`config.mk`:
```
export PLATFORM = sky130hd
export DESIGN_NAME = event_ingress_mux
export DESIGN_NICKNAME = d
export VERILOG_FILES = /design/src/rtl/event_ingress_mux.sv
export SDC_FILE = /design/constraint.sdc
export NUM_CORES = 1
export LEC_CHECK = 0
export BUFFER_PORTS_ARGS = -buffer_cell sky130_fd_sc_hd__buf_2
export CORE_MARGIN = 2
export CORE_UTILIZATION = 64
export CTS_BUF_LIST = sky130_fd_sc_hd__clkbuf_16
export DETAILED_ROUTE_END_ITERATION = 8
export PLACE_DENSITY = 0.86
export SETUP_SLACK_MARGIN = 0.2
export SYNTH_ARGS = -nofsm -noshare
export SYNTH_HDL_FRONTEND = slang
export SYNTH_SLANG_ARGS = --single-unit
```
`constraint.sdc`:
```
create_clock -name clk -period 6 [get_ports clk]
set_clock_uncertainty 0.05 [all_clocks]
set_input_delay 0 -clock clk [delete_from_list [all_inputs] [get_ports clk]]
set_output_delay 0 -clock clk [all_outputs]
set_load 0.005 [all_outputs]
```
`src/rtl/event_ingress_mux.sv`:
```
// Round-robin event ingress multiplexer with POR sequencer, FWFT output FIFO and activity LED stretcher.
// Optional per-source accept counters are compiled in when EVENT_INGRESS_STATS_EN is defined.
module event_ingress_mux #(
  parameter int NUM_SRC        = 2,
  parameter int DATA_W         = 32,
  parameter int FIFO_DEPTH     = 8,
  parameter int POR_CYCLES     = 32,
  parameter int STRETCH_CYCLES = 600000
) (
  input  logic                      clk,
  input  logic                      rst_n,
  input  logic [NUM_SRC*DATA_W-1:0] src_data,
  input  logic [NUM_SRC-1:0]        src_valid,
  output logic [NUM_SRC-1:0]        src_ready,
  input  logic [NUM_SRC-1:0]        src_enable,
  output logic [DATA_W-1:0]         evt_data,
  output logic                      evt_valid,
  input  logic                      evt_ready,
  output logic                      core_rst_n,
  output logic                      led_activity,
  output logic [NUM_SRC*16-1:0]     accept_count
);

  localparam int PW = (NUM_SRC > 1) ? $clog2(NUM_SRC) : 1;
  localparam int AW = $clog2(FIFO_DEPTH);
  localparam int CW = AW + 1;
  localparam int QW = $clog2(POR_CYCLES + 1);
  localparam int SW = (STRETCH_CYCLES > 1) ? $clog2(STRETCH_CYCLES) : 1;

  localparam logic [QW-1:0] POR_MAX  = QW'(POR_CYCLES);
  localparam logic [SW-1:0] ST_LOAD  = SW'(STRETCH_CYCLES - 1);
  localparam logic [CW-1:0] FULL_CNT = CW'(FIFO_DEPTH);
  localparam logic [PW-1:0] LAST_SRC = PW'(NUM_SRC - 1);

  logic [QW-1:0]     r_por_cnt;
  logic [PW-1:0]     r_rr;
  logic [SW-1:0]     r_st;
  logic [AW-1:0]     r_wr;
  logic [AW-1:0]     r_rd;
  logic [CW-1:0]     r_cnt;
  logic [DATA_W-1:0] r_mem [FIFO_DEPTH];

  logic              w_core_ok;
  logic              w_full;
  logic              w_found;
  logic [PW-1:0]     w_gnt;
  logic [PW-1:0]     w_idx;
  logic              w_push;
  logic              w_pop;
  logic [DATA_W-1:0] w_words [NUM_SRC];
  logic [DATA_W-1:0] w_push_data;

  // POR counter: counts up from 0 after rst_n release and holds at POR_CYCLES
  always_ff @(posedge clk or negedge rst_n) begin
    if (!rst_n) begin
      r_por_cnt <= '0;
    end else if (r_por_cnt != POR_MAX) begin
      r_por_cnt <= r_por_cnt + QW'(1);
    end else begin
      r_por_cnt <= r_por_cnt;
    end
  end

  assign w_core_ok  = (r_por_cnt == POR_MAX);
  assign core_rst_n = w_core_ok;
  assign w_full     = (r_cnt == FULL_CNT);
  assign evt_valid  = (r_cnt != '0);

  // Round-robin search starting at r_rr for the first valid and enabled source
  always_comb begin
    w_found = 1'b0;
    w_gnt   = '0;
    w_idx   = '0;
    for (int k = 0; k < NUM_SRC; k++) begin
      w_idx = PW'((int'(r_rr) + k) % NUM_SRC);
      if (!w_found && src_valid[w_idx] && src_enable[w_idx]) begin
        w_found = 1'b1;
        w_gnt   = w_idx;
      end else begin
        w_found = w_found;
        w_gnt   = w_gnt;
      end
    end
  end

  // Ready only toward the granted source, and never while the core is held or the FIFO is full
  always_comb begin
    src_ready = '0;
    if (w_core_ok && w_found && !w_full) begin
      src_ready[w_gnt] = 1'b1;
    end else begin
      src_ready = '0;
    end
  end

  // Unpack the flat source bus so the granted word can be selected by index
  always_comb begin
    for (int i = 0; i < NUM_SRC; i++) begin
      w_words[i] = src_data[i*DATA_W +: DATA_W];
    end
  end

  assign w_push_data = w_words[w_gnt];
  assign w_push      = |(src_valid & src_ready);
  assign w_pop       = evt_valid & evt_ready;
  assign evt_data    = evt_valid ? r_mem[r_rd] : '0;

  // Output FIFO storage, pointers and occupancy; push is already blocked at full by src_ready
  always_ff @(posedge clk or negedge rst_n) begin
    if (!rst_n) begin
      r_wr  <= '0;
      r_rd  <= '0;
      r_cnt <= '0;
      for (int i = 0; i < FIFO_DEPTH; i++) begin
        r_mem[i] <= '0;
      end
    end else begin
      if (w_push) begin
        r_mem[r_wr] <= w_push_data;
        r_wr        <= r_wr + AW'(1);
      end
      if (w_pop) begin
        r_rd <= r_rd + AW'(1);
      end
      case ({w_push, w_pop})
        2'b10:   r_cnt <= r_cnt + CW'(1);
        2'b01:   r_cnt <= r_cnt - CW'(1);
        default: r_cnt <= r_cnt;
      endcase
    end
  end

  // Round-robin pointer moves just past the source that completed a handshake
  always_ff @(posedge clk or negedge rst_n) begin
    if (!rst_n) begin
      r_rr <= '0;
    end else if (w_push) begin
      r_rr <= (w_gnt == LAST_SRC) ? '0 : (w_gnt + PW'(1));
    end else begin
      r_rr <= r_rr;
    end
  end

  // Activity stretcher: reload on accept, then count down to zero
  always_ff @(posedge clk or negedge rst_n) begin
    if (!rst_n) begin
      r_st <= '0;
    end else if (w_push) begin
      r_st <= ST_LOAD;
    end else if (r_st != '0) begin
      r_st <= r_st - SW'(1);
    end else begin
      r_st <= r_st;
    end
  end

  assign led_activity = w_push | (r_st != '0);

`ifdef EVENT_INGRESS_STATS_EN
  logic [15:0] r_acc [NUM_SRC];

  // Saturating per-source accept counters
  always_ff @(posedge clk or negedge rst_n) begin
    if (!rst_n) begin
      for (int i = 0; i < NUM_SRC; i++) begin
        r_acc[i] <= 16'd0;
      end
    end else begin
      for (int i = 0; i < NUM_SRC; i++) begin
        if (src_valid[i] && src_ready[i] && (r_acc[i] != 16'hFFFF)) begin
          r_acc[i] <= r_acc[i] + 16'd1;
        end
      end
    end
  end

  // Pack counters onto the flat output bus
  always_comb begin
    accept_count = '0;
    for (int i = 0; i < NUM_SRC; i++) begin
      accept_count[i*16 +: 16] = r_acc[i];
    end
  end
`else
  assign accept_count = '0;
`endif

endmodule

```
==> impl_results.md <==
- Slew margin rel.: 0.186
- CTS Buffer Depth: 3
- Site row count: 53
- Hold path endpoint: r_st[6]
- Clock Power Share: 0.200
- Root buffer cell: clkbuf_16
- Crit-path leading delay family: flip-flops
- CP required: 5950 ps
- Worst path max stage delay: 1060 ps
- GP Congestion: 0.813
- DIE WIDTH: 151 um
- First-pass GRT wire length: 52800 um
- Slew @ Worst Pin: 1220 ps
- Die Span Y: 151 um
- Final Hold Viols: 0
- Mean Syn Cell Area: 11.1 um^2
- R2R Setup Slk: 2830 ps
- Setup ws final: 2680 ps
- Inst Count DP: 1554
- Residual DRC count: 0
- CTS tree: done
- CP Launch Type: flop
- Place WS: 2980 ps
- CP Launch Point: r_rd[0]
- Int Power: 5.28 mW
- Hold Path Stages: 4
- Layout net count: 1463
- Share of post-route cells with drive strength above 1: 0.200
- Peak supply drop: 0.000307 V
- Syn Inst Count: 1244
- Core Box Area: 21100 um^2
- Layout Cells excl Fill: 1682
- Most common cell in the netlist: dfrtp_1
- Ant. Diodes: 0
- Post-DRT Antenna Nets: 0
- Hold Crit Start: src_enable[1]
- CP bufs+invs: 2
- Fin. max-slew vios: 0
- Avg WL per Cell: 19.5 um
- Top post-synthesis cells by count: dfrtp_1, nor2_1, a21oi_1, nand2_1, mux2i_1
- Worst Reg2Reg Path Length in Cells: 5
- H-tree depth: 1
- WL final: 32800 um
- Status: finished, final reports clean
- Sequential cell area fraction in the yosys report: 0.533
- GRT Overall Usage: 0.298
- Final Critical Period: 3320 ps
- Vias/cell: 6.13
- Async SR Flop Fraction: 1.00
- Post-synth EDFFs: 0
- Die Area: 22700 um^2
- Sequential Power Share: 0.417
- Fmax: 301 MHz
- Max Cap Viol: 0
- Setup Crit Path Kind: flop to output port
- CTS Buf Count: 29
- Sink Count: 293
- Clk_lat worst skew: 550 ps
- Hpwl dp: 17300 um
- FF+latch count, synth: 293
- Leakage: 7.19 nW
- Top cell type's share of synthesized area: 0.533
- Critical Path Fanout Max: 46
- Period utilization: 0.554
- Initial DRC Count: 932
- NetSw: 3.01 mW
- Input/output buffers: 107
- Hold WC Path Type: input pin to flop
- Crit-path cells: buf_4 > mux4_2 > mux2i_1 > nor2_1 > buf_2
- Grt ovf: 0
- Largest net degree at the start of global routing: 170
- Reg-to-Reg Start: r_cnt[2]
- Ys Warns: 0
- Vias after detailed routing: 10300
- Leading area contributor after synthesis: dfrtp_1
- Ys flop type: dfrtp_1
- Final setup fails: 0
- Hold slack: 21.4 ps
- Postcts setup bufs: 0
- RSZ-0062 raised after global routing: false
- Synth-to-layout area growth: 14.8%
- Area contributors post-synth: dfrtp_1, mux4_2, a21oi_1
- Switch share: 0.363
- R2R Path End: r_mem[159]
- Power density over the cells: 525 nW/um^2
- Fin util: 0.749
- Worst-path clk slew: 60 ps
- Ports: 140
- Combinational cell fraction of total power: 0.383
- Unique masters post-synth: 50
- Mapped Area: 13800 um^2
- TNS Setup: 0 ps
- First-pass DRT Iterations: 5
- Vias in the first global route: 10500
- Crit. End Element: output port
- Initial Util: 0.653
- CP max stage cell: dfrtp_4
- Initial antenna violation count: 0
- Critical path arrival: 3270 ps
kinds of logic (layout without fill, tap and decap cells):
kind of cell,Yosys count,in the layout,share of synthesized area
buffers and inverters,126,258,0.0536
other,1,32,0.000272
multiplexers,133,133,0.155
AO/OA/AOI/OAI,277,277,0.113
flip-flops,293,293,0.533
XOR/XNOR,24,24,0.0153
adder cells (fa/ha/maj),8,8,0.00727
AND/OR/NAND/NOR,382,382,0.123
state kept, by name (all words and copies together), names as in the netlist:
register	flops
r_cnt	4
r_mem	256
r_por_cnt	6
r_rd	3
r_rr	1
r_st	20
r_wr	3
cell usage in the layout, fill, tap and decap left out, drive strengths merged, types with 5 or more instances in the layout:
master / Yosys / routed
mux2i: 66 / 66
o21ai: 66 / 66
dlygate4sd3: 0 / 74
a21oi: 194 / 194
ha: 8 / 8
nand2: 82 / 82
and3: 5 / 5
nor3: 13 / 13
xor2: 7 / 7
clkinv: 0 / 13
inv: 10 / 21
mux4: 64 / 64
clkbuf: 28 / 29
dfrtp: 293 / 293
buf: 88 / 120
xnor2: 17 / 17
nor2: 239 / 239
nand3: 11 / 11
nor4: 8 / 8
or4: 5 / 5
conb: 1 / 32
worst max path at each step:
stage | to | slack (ps) | depth (start not counted)
2_1_floorplan | r_cnt[2] | 3120 | 13
3_3_place_gp | r_mem[154] | 3110 | 9
3_5_place_dp | r_mem[149] | 2980 | 5
4_1_cts | evt_data[22] | 2670 | 5
5_1_grt | evt_data[22] | 2470 | 5
6_report | evt_data[18] | 2680 | 5
area by class of cell:
cell class | count | area, um^2
Inverter | 10 | 40.0
Fill cell | 1300 | 5280
Timing Repair Buffer | 194 | 1400
Clock buffer | 29 | 726
Multi-Input combinational cell | 856 | 5830
Tap cell | 275 | 344
Clock inverter | 25 | 133
Sequential cell | 293 | 7340
power by group through the flow:
| stage | registers (mW) | clock network (mW) | logic [mW] |
|---|---|---|---|
| 4_1_cts | 3.43 | 1.67 | 3.14 |
| 3_5_place_dp | 3.44 | 0 | 3.04 |
| 6_report | 3.46 | 1.66 | 3.17 |
| 5_1_grt | 3.55 | 1.77 | 3.49 |
| 2_1_floorplan | 3.12 | 0 | 2.45 |
| 3_3_place_gp | 3.38 | 0 | 2.90 |
worst min-delay path: stages:
cell,delay [ps]
buf_2,90
a22o_1,140
and3_4,290
nor2_1,70
per-stage QoR:
stage	power, mW	instance area (um^2)
finish	8.29	15800
global route	8.81	15800
CTS	8.25	15800
detailed placement	6.48	14200
global placement	6.28	14200
floorplan	5.57	13900
per-layer routing:
metal,track usage,up-vias,share of wire
met3,0.0430,120,0.068
met2,0.509,507,0.51
met4,0.115,0,0.035
li1,-,4580,-
met1,0.390,5112,0.39
met5,0,-,0
repair_timing:
action,4_1_cts,5_1_grt
endpoints found under the setup margin,0,0
resized for setup,0,0
endpoints found under the hold margin,359,0
hold buffers,74,0
No activity file was read; power rests on OpenSTA's default activity.
